File: src/rtl/cache_ctrl_pkg.sv
// cache_ctrl_pkg: shared FSM encoding, memory base and cache field widths
package cache_ctrl_pkg;
  localparam logic [1:0] IDLE  = 2'd0;
  localparam logic [1:0] FILL  = 2'd1;
  localparam logic [1:0] WRITE = 2'd2;
  localparam int BASE_ADDR = 1024;
  localparam int TAG_W = 10;
  localparam int INDEX_W = 6;
endpackage

File: src/rtl/cache_addr_map.sv
// cache_addr_map: byte address to cache/SRAM word address (i_addr in, o_word out)
module cache_addr_map
  import cache_ctrl_pkg::*;
#(
  parameter int BASE_ADDR    = cache_ctrl_pkg::BASE_ADDR,
  parameter int ADDR_W       = 32,
  parameter int CACHE_ADDR_W = TAG_W + INDEX_W + 1
) (
  input  logic [ADDR_W-1:0]       i_addr,
  output logic [CACHE_ADDR_W-1:0] o_word
);
  assign o_word = CACHE_ADDR_W'((i_addr - ADDR_W'(BASE_ADDR)) >> 2);
endmodule

File: src/rtl/cache_ctrl.sv
// cache_ctrl: MEM-stage sequencer for the 2-way data cache and SRAM.
// Pipeline side: mem_r_en/mem_w_en/mem_addr/mem_wdata in, mem_rdata/ready out.
// Cache side: cache_address/wdata/r_en/w_en/is_str out, cache_rdata/hit in.
// SRAM side: sram_address/wdata/r_en/w_en out, sram_rdata/ready in.
// Stats: saturating hit_count/miss_count for loads.
module cache_ctrl
  import cache_ctrl_pkg::*;
#(
  parameter int BASE_ADDR    = cache_ctrl_pkg::BASE_ADDR,
  parameter int ADDR_W       = 32,
  parameter int CACHE_ADDR_W = TAG_W + INDEX_W + 1,
  parameter int SRAM_ADDR_W  = 17,
  parameter int CNT_W        = 16
) (
  input  logic                    clk,
  input  logic                    rst,
  input  logic                    mem_r_en,
  input  logic                    mem_w_en,
  input  logic [ADDR_W-1:0]       mem_addr,
  input  logic [31:0]             mem_wdata,
  output logic [31:0]             mem_rdata,
  output logic                    ready,
  output logic [CACHE_ADDR_W-1:0] cache_address,
  output logic [63:0]             cache_wdata,
  output logic                    cache_r_en,
  output logic                    cache_w_en,
  output logic                    cache_is_str,
  input  logic [31:0]             cache_rdata,
  input  logic                    cache_hit,
  output logic [SRAM_ADDR_W-1:0]  sram_address,
  output logic [31:0]             sram_wdata,
  output logic                    sram_r_en,
  output logic                    sram_w_en,
  input  logic [63:0]             sram_rdata,
  input  logic                    sram_ready,
  output logic [CNT_W-1:0]        hit_count,
  output logic [CNT_W-1:0]        miss_count
);
  logic [1:0]              r_state;
  logic [CACHE_ADDR_W-1:0] r_addr;
  logic [31:0]             r_wdata;
  logic [CNT_W-1:0]        r_hit;
  logic [CNT_W-1:0]        r_miss;
  logic [CACHE_ADDR_W-1:0] w_word;
  logic                    w_idle;
  logic                    w_load;
  logic                    w_store;
  cache_addr_map #(
    .BASE_ADDR(BASE_ADDR),
    .ADDR_W(ADDR_W),
    .CACHE_ADDR_W(CACHE_ADDR_W)
  ) u_map (
    .i_addr(mem_addr),
    .o_word(w_word)
  );
  // a simultaneous load+store is handled as a store; rst masks all requests
  assign w_idle  = r_state == IDLE;
  assign w_store = w_idle & ~rst & mem_w_en;
  assign w_load  = w_idle & ~rst & mem_r_en & ~mem_w_en;
  always_ff @(posedge clk or posedge rst) begin
    if (rst) begin
      r_state <= IDLE;
      r_addr  <= '0;
      r_wdata <= '0;
      r_hit   <= '0;
      r_miss  <= '0;
    end else begin
      if (w_store) begin
        r_state <= WRITE;
        r_addr  <= w_word;
        r_wdata <= mem_wdata;
      end else if (w_load & ~cache_hit) begin
        r_state <= FILL;
        r_addr  <= w_word;
      end else if (~w_idle & sram_ready) begin
        r_state <= IDLE;
      end
      if (w_load & cache_hit & ~&r_hit) r_hit <= r_hit + CNT_W'(1);
      if (w_load & ~cache_hit & ~&r_miss) r_miss <= r_miss + CNT_W'(1);
    end
  end
  assign cache_address = w_idle ? w_word : r_addr;
  assign cache_r_en    = w_load;
  assign cache_is_str  = w_store;
  assign cache_w_en    = (r_state == FILL) & sram_ready;
  assign cache_wdata   = sram_rdata;
  assign sram_r_en     = r_state == FILL;
  assign sram_w_en     = r_state == WRITE;
  // fills fetch the whole 64-bit line, so the word offset is cleared
  assign sram_address  = SRAM_ADDR_W'(sram_r_en ? {r_addr[CACHE_ADDR_W-1:1], 1'b0} : r_addr);
  assign sram_wdata    = r_wdata;
  assign ready         = w_idle ? ~(mem_w_en | (mem_r_en & ~cache_hit)) : sram_ready;
  assign mem_rdata     = sram_r_en ? (r_addr[0] ? sram_rdata[63:32] : sram_rdata[31:0]) : cache_rdata;
  assign hit_count     = r_hit;
  assign miss_count    = r_miss;
endmodule

File: config.mk
export PLATFORM = sky130hd
export DESIGN_NAME = cache_ctrl
export DESIGN_NICKNAME = d
export VERILOG_FILES = /design/src/rtl/cache_ctrl_pkg.sv /design/src/rtl/cache_addr_map.sv /design/src/rtl/cache_ctrl.sv
export SDC_FILE = /design/constraint.sdc
export NUM_CORES = 1
export LEC_CHECK = 0
export BUFFER_PORTS_ARGS = -buffer_cell sky130_fd_sc_hd__buf_4
export CAP_MARGIN = 20
export CORE_AREA = 2 2 141 143
export CTS_CLUSTER_DIAMETER = 80
export DETAILED_ROUTE_END_ITERATION = 6
export DIE_AREA = 0 0 143 145
export SETUP_SLACK_MARGIN = 0.3
export SYNTH_ARGS = -nofsm -noshare
export SYNTH_HDL_FRONTEND = slang
export SYNTH_SLANG_ARGS = --single-unit
File: constraint.sdc
create_clock -name clk -period 12.9 [get_ports clk]
set_input_delay 2.58 -clock clk [delete_from_list [all_inputs] [get_ports clk]]
set_output_delay 2.58 -clock clk [all_outputs]
set_load 0.02 [all_outputs]
==> results of run 1 <==
Yosys cell counts (all sizes together):
cell type,n
dfrtp,83
o31ai,1
nor4,15
xnor2,3
nor4b,6
mux2i,32
nand4,9
nand3,13
o211ai,1
and2,1
o31a,1
and4bb,1
a21o,2
nor2b,4
a31oi,2
nand3b,2
nor2,27
nand2,144
and3,1
clkbuf,15
or2,1
inv,8
mux2,23
a21oi,19
buf,88
nor3b,1
nand2b,1
ha,3
xor2,27
o21ai,36
nor3,9
and4,3
metrics by stage:
step	instances	power [mW]	instance area [um2]	hold slack, ns
final	1114	1.06	7890	0.484
after global placement	1097	0.762	7550	0.462
after floorplan	582	0.595	5270	0.478
after CTS	1113	1.07	7890	0.485
after global routing	1114	1.12	7890	0.502
after detailed placement	1097	0.766	7550	0.463
logic make-up (layout without fill, tap and decap cells):
kind of cell | after synthesis | in the layout | synth area share (%)
buffers and inverters | 111 | 377 | 14.0
AO/OA/AOI/OAI | 62 | 62 | 6.20
AND/OR/NAND/NOR | 238 | 238 | 23.6
other | 0 | 1 | 0
XOR/XNOR | 30 | 30 | 4.99
adder cells (fa/ha/maj) | 3 | 3 | 0.712
flip-flops | 83 | 83 | 39.4
multiplexers | 55 | 55 | 11.1
power groups by stage:
stage	registers (mW)	clock network [mW]	logic, mW
after global placement	0.349	0	0.413
after CTS	0.346	0.308	0.417
after global routing	0.353	0.322	0.440
after floorplan	0.380	0	0.216
after detailed placement	0.349	0	0.417
final	0.345	0.301	0.411
routing by layer:
metal | track usage (%) | vias to the layer above
met5 | 0 | -
met1 | 21.5 | 2330
li1 | - | 2399
met3 | 5.38 | 27
met4 | 7.18 | 0
met2 | 33.1 | 224
critical path, cell delays in order:
cell and delay, ns:
buf_4 0.13, clkinv_2 0.43, nand3_2 0.73, inv_2 0.79, buf_4 0.26
state kept, by name (all words and copies together) (netlist names):
signal,count
hit_count,16
r_addr,17
miss_count,16
r_state,2
sram_wdata,32
final cells by class:
type / count / area share [%]
sequential: 83 / 26.3
multi-input combinational: 388 / 31.1
clock inverter: 6 / 1.43
timing repair buffer: 353 / 33.6
clock buffer: 10 / 2.90
inverter: 8 / 0.396
tap: 265 / 4.20
antenna: 1 / 0.0317
path summary, 6_finish.rpt:
kind | startpoint | to | slack, ns | cells past startpoint
max reg2reg | r_state[0] | r_addr[7] | 8.73 | 5
max | rst | cache_is_str | 5.37 | 5
min reg2reg | sram_wdata[31] | sram_wdata[31] | 0.48 | 2
min in group asynchronous | rst | sram_wdata[17] | 2.34 | 2
max in group asynchronous | rst | r_addr[0] | 9.43 | 3
min | sram_wdata[31] | sram_wdata[31] | 0.48 | 2
==> reports/metrics.csv, run 1 <==
stage,metric,value,unit
setup_path,CP arrival,4.95,ns
route,post-route ant nets,0,
synthesis,synth top area cells,"dfrtp_1, buf_4, nand2_1, mux2i_1, xor2_1",
timing,Final min period,7.53,ns
timing,final period utilization,58.3,%
die,core area,19200,um2
route,highest routing layer actually used,met4,
route,DRT met1 WL,7580,um
power,Logic pwr share,38.9,%
placed_design,HPWL after detailed placement,16300,um
timing,Max Fclk,133,MHz
synthesis,Synth top area share,39.4,%
die,Top-Level Pins,366,
timing,RSZ-0062 raised after global routing,false,
route,# DRC,0,
synthesis,Synth area leader,dfrtp_1,
synthesis,#FFs+latches synth,83,
finish,fraction of layout cells with a size suffix above 1,49.1,%
global_route,total gr overflow,0,
synthesis,synthesized area,5270,um2
route,wire length per cell,18.2,um
global_route,largest net degree at the start of global routing,68,
route,drt pass-1 iters,5,
outcome,outcome,finished clean,
global_route,global-route wire length before repair,29700,um
finish,area growth from synthesis to layout,49.8,%
die,Starting Density,27.4,%
route,Routed met3 length,1800,um
die,die width,143,um
global_route,initial antenna violation count,1,
worst_hold_path,HP Class,reg -> reg,
setup_path,Worst Setup Path Type,in -> out,
die,Die H,145,um
power,Power Dens Cells,134,nW/um2
synthesis,Cell variety after synth,48,
finish,"most common cell after layout, fill and taps aside",buf_4,
synthesis,Mean Syn Cell Area,9.05,um2
setup_path,CP Capture Type,primary output,
synthesis,sequential share of the synthesized area,39.4,%
timing,Final Setup Violations,0,
clock_network,CTS Sinks,83,
clock_network,# hold bufs at CTS,0,
timing,Layout Skew,0.00723,ns
timing,Slew @ Worst Pin,0.996,ns
setup_path,CP Launch Type,input port,
clock_network,CTS Buf Count,9,
route,vias per inst,4.47,
power,P_sw,0.377,mW
route,DRT Wirelength,20300,um
placed_design,Setup Slack @ Placement,5.16,ns
clock_network,Skew-Pair Late Insertion Delay,0.34,ns
flow_run,max cap viols,0,
clock_network,CTS root buf,clkbuf_16,
route,Iteration-0 DRC Markers,140,
timing,"Hold Vio Cnt, Final",0,
finish,"commonest cells after routing, fill and taps aside","buf_4, nand2_1, dfrtp_1, o21ai_0, mux2i_1",
clock_network,CTS tree,yes,
finish,Multi-input gate area,2460,um2
finish,Final Net Count,1012,
route,Via Count,4980,
finish,Storage cell area,2080,um2
clock_network,Max clock buf depth,2,
placed_design,Port Buffers,350,
placed_design,GP Congestion,0.798,
global_route,GRT Util Overall,18.9,%
synthesis,Synth warnings,0,
timing,Setup TNS Final,0,ns
power,LEAKAGE,4.21,nW
route,WL met2,10300,um
clock_network,H-tree depth,3,
power,power share of the clock group,28.5,%
power,switching fraction of total power,35.7,%
finish,Fillers,1957,
power,Int Pwr,0.680,mW
finish,final core utilization,41.1,%
timing,max-slew violations,0,
global_route,vias in the first global route,4942,
timing,Worst Slack Setup Final,5.37,ns
synthesis,synthesized net count,751,
synthesis,Post-Synthesis Cells,582,
timing,relative slew slack,33.4,%
setup_path,worst path required time,10.32,ns
clock_network,post-CTS setup buffer count,0,
clock_network,Resized cells post-CTS,0,
die,cell row count,51,
power,sequential share of power,32.7,%
clock_network,clock-pin slew on the worst setup and hold paths,0.06,ns
power,peak supply drop,0.0776,mV
die,die area,20700,um2
setup_path,crit-path max FO,38,
Note: power is estimated with default switching activity, not from simulation.
==> inputs of run 2 (changes only) <==
ABC_AREA = 1   (was unset)
CORE_AREA = 2 2 143 145   (was 2 2 141 143)
DIE_AREA = 0 0 145 147   (was 0 0 143 145)
clock period = 6.7 ns   (was 12.9 ns; I/O delays follow)
==> reports/metrics.csv, run 2 <==
stage,metric,value,unit,change
worst_hold_path,Hold Path Depth,2,,unchanged
synthesis,"count leader, synth",nand2_1,,unchanged
setup_path,Crit. Startpoint,rst,,unchanged
timing,Slew @ Worst Pin,0.956,ns,was 0.996 ns
route,# DRC,0,,unchanged
die,Starting Density,28.3,%,was 27.4%
power,LEAKAGE,4.45,nW,was 4.21 nW
setup_path,Worst Setup Path Type,in -> out,,unchanged
finish,area growth from synthesis to layout,46.5,%,was 49.8%
synthesis,Synth async-reset ratio,100,%,unchanged
timing,Final Setup Violations,0,,unchanged
clock_network,clock-pin slew on the worst setup and hold paths,0.06,ns,about the same
route,vias per inst,4.39,,was 4.47
die,cell row count,52,,was 51
synthesis,Synth warnings,0,,unchanged
clock_network,CTS root buf,clkbuf_16,,unchanged
synthesis,Synth area leader,dfrtp_1,,unchanged
setup_path,CP arrival,2.95,ns,was 4.95 ns
route,drt pass-1 iters,4,,was 5
finish,Largest register FFs,32,,unchanged
synthesis,Post-Synthesis Cells,820,,was 582
finish,"commonest cells after routing, fill and taps aside","buf_4, nand2_1, o21ai_0, dfrtp_1, nor2_1",,"was buf_4, nand2_1, dfrtp_1, o21ai_0, mux2i_1"
timing,max-slew violations,0,,unchanged
finish,fraction of layout cells with a size suffix above 1,36.3,%,was 49.1%
placed_design,placed insts,1335,,was 1097
clock_network,CTS Sinks,83,,unchanged
clock_network,CTS Buf Count,9,,unchanged
die,Top-Level Pins,366,,unchanged
route,wire length per cell,15.5,um,was 18.2 um
route,DRT Wirelength,21100,um,was 20300 um
flow_run,max cap viols,0,,unchanged
finish,final core utilization,41.4,%,was 41.1%
clock_network,Skew-Pair Late Insertion Delay,0.34,ns,about the same
die,die area,21300,um2,was 20700 um2
die,Die H,147,um,was 145 um
timing,RSZ-0062 raised after global routing,false,,unchanged
die,die width,145,um,was 143 um
clock_network,post-CTS setup buffer count,0,,unchanged
timing,Setup TNS Final,0,ns,unchanged
worst_hold_path,HP Start,sram_wdata[8],,was sram_wdata[31]
clock_network,CTS tree,yes,,unchanged
finish,Final Net Count,1247,,was 1012
timing,Final min period,4.29,ns,
power,peak supply drop,0.205,mV,was 0.0776 mV
worst_hold_path,HP Class,reg -> reg,,unchanged
global_route,largest net degree at the start of global routing,74,,was 68
placed_design,Port Buffers,350,,unchanged
route,Via Count,5968,,was 4980
synthesis,synth top area cells,"dfrtp_1, nand2_1, buf_4, o21ai_0, nor2_1",,"was dfrtp_1, buf_4, nand2_1, mux2i_1, xor2_1"
worst_hold_path,hold worst-path end,sram_wdata[8],,was sram_wdata[31]
power,Power Dens Cells,341,nW/um2,was 134 nW/um2
timing,relative slew slack,36.3,%,was 33.4%
synthesis,#FFs+latches synth,83,,unchanged
global_route,global-route wire length before repair,31800,um,was 29700 um
timing,"Hold Vio Cnt, Final",0,,unchanged
global_route,GRT Util Overall,18.9,%,about the same
die,core area,19800,um2,was 19200 um2
setup_path,Worst R2R Start,r_state[1],,was r_state[0]
setup_path,reg2reg setup slack,4.18,ns,was 8.73 ns
clock_network,# hold bufs at CTS,0,,unchanged
route,Iteration-0 DRC Markers,243,,was 140
setup_path,R2R depth,8,,was 5
synthesis,Post-synth EDFFs,0,,unchanged
timing,Layout Skew,0.00745,ns,was 0.00723 ns
clock_network,Resized cells post-CTS,0,,unchanged
synthesis,synthesized net count,989,,was 751
clock_network,H-tree depth,3,,unchanged
route,post-route ant nets,0,,unchanged
outcome,outcome,finished clean,,unchanged
finish,"most common cell after layout, fill and taps aside",buf_4,,unchanged
synthesis,Cell variety after synth,29,,was 48
setup_path,R2R Path End,r_addr[15],,was r_addr[7]
synthesis,Mean Syn Cell Area,6.84,um2,was 9.05 um2
placed_design,HPWL after detailed placement,16800,um,was 16300 um
global_route,initial antenna violation count,7,,was 1
clock_network,Max clock buf depth,2,,unchanged
global_route,total gr overflow,0,,unchanged
placed_design,GP Congestion,0.840,,was 0.798
setup_path,CP Launch Type,input port,,unchanged
synthesis,Post-synth top cells,"nand2_1, o21ai_0, dfrtp_1",,"was nand2_1, buf_4, dfrtp_1"
setup_path,crit-path max FO,36,,was 38
finish,"non-filler cells, final",1360,,was 1114
timing,Max Fclk,233,MHz,
synthesis,Synth top area share,37.0,%,was 39.4%
synthesis,sequential share of the synthesized area,37.0,%,was 39.4%
timing,final period utilization,64.0,%,
setup_path,worst path required time,5.36,ns,was 10.32 ns
synthesis,Synth Flop Type,dfrtp_1,,unchanged
synthesis,synthesized area,5610,um2,was 5270 um2
global_route,vias in the first global route,5664,,was 4942
setup_path,CP Capture Type,primary output,,unchanged
## run 2: changes by cell type after synthesis, sizes merged, moves of 8 or more
cell | previous run | this run
a21oi | 19 | 0
nor4 | 15 | 0
mux2 | 23 | 0
xnor2 | 3 | 12
xor2 | 27 | 9
o21ai | 36 | 97
nor3 | 9 | 1
nor2 | 27 | 79
nand2 | 144 | 340
inv | 8 | 51
mux2i | 32 | 0
## run 2: layout make-up
class | instances | area, um2
well taps | 270 | 338
inverters | 53 | 200
diodes | 7 | 17.5
repair buffers | 355 | 2700
multi-input cells | 576 | 2580
flip-flops and latches | 83 | 2080
fillers | 2085 | 11600
clock inverters | 5 | 61.3
clock buffers | 11 | 243
## run 2: how the worst max path moves through the flow
stage	endpoint	depth (start not counted)
detailed placement	cache_is_str	5
finish	cache_is_str	5
CTS	cache_is_str	5
global route	cache_is_str	5
floorplan	cache_address[16]	7
global placement	cache_is_str	5
## run 2: cell families after synthesis
group	Yosys count	synth area share, %
fa+ha+maj	3	0.669
simple gates	454	33.3
compound gates	98	8.79
xor+xnor	21	3.28
flops	83	37.0
buf+inv	161	16.9
## run 2: worst max-delay path, stage by stage
cell and delay, ns:
buf_4 0.14, nor2_8 0.14, nand2_2 0.42, inv_2 0.64
buf_4 0.25
## run 2: routing by layer
metal  track usage (%)  routed length, um  vias to the layer above  part of all wire (%)
met1              21.8               8330                     2695                    39
li1                  -                  -                     2991                     -
met4              8.96                646                        0                   3.1
met5                 0                  0                        -                     0
met3              6.09               1800                       29                   8.5
met2              32.1              10300                      253                    49
## run 2: metrics by stage
stage / setup slack (ns) / area [um2] / power (mW) / hold slack, ns
finish: 2.41 / 8220 / 2.80 / 0.484
global route: 2.25 / 8220 / 2.98 / 0.500
CTS: 2.38 / 8150 / 2.81 / 0.488
detailed placement: 2.38 / 7850 / 2.28 / 0.467
global placement: 2.38 / 7850 / 2.28 / 0.464
floorplan: 3.14 / 5610 / 1.68 / 0.465
## run 2: power by group
part / total [mW] / switching [mW] / internal, mW
Combinational: 1.50 / 0.908 / 0.589
Sequential: 0.786 / 0.119 / 0.667
Clock: 0.517 / 0.216 / 0.301
Total: 2.80 / 1.24 / 1.56
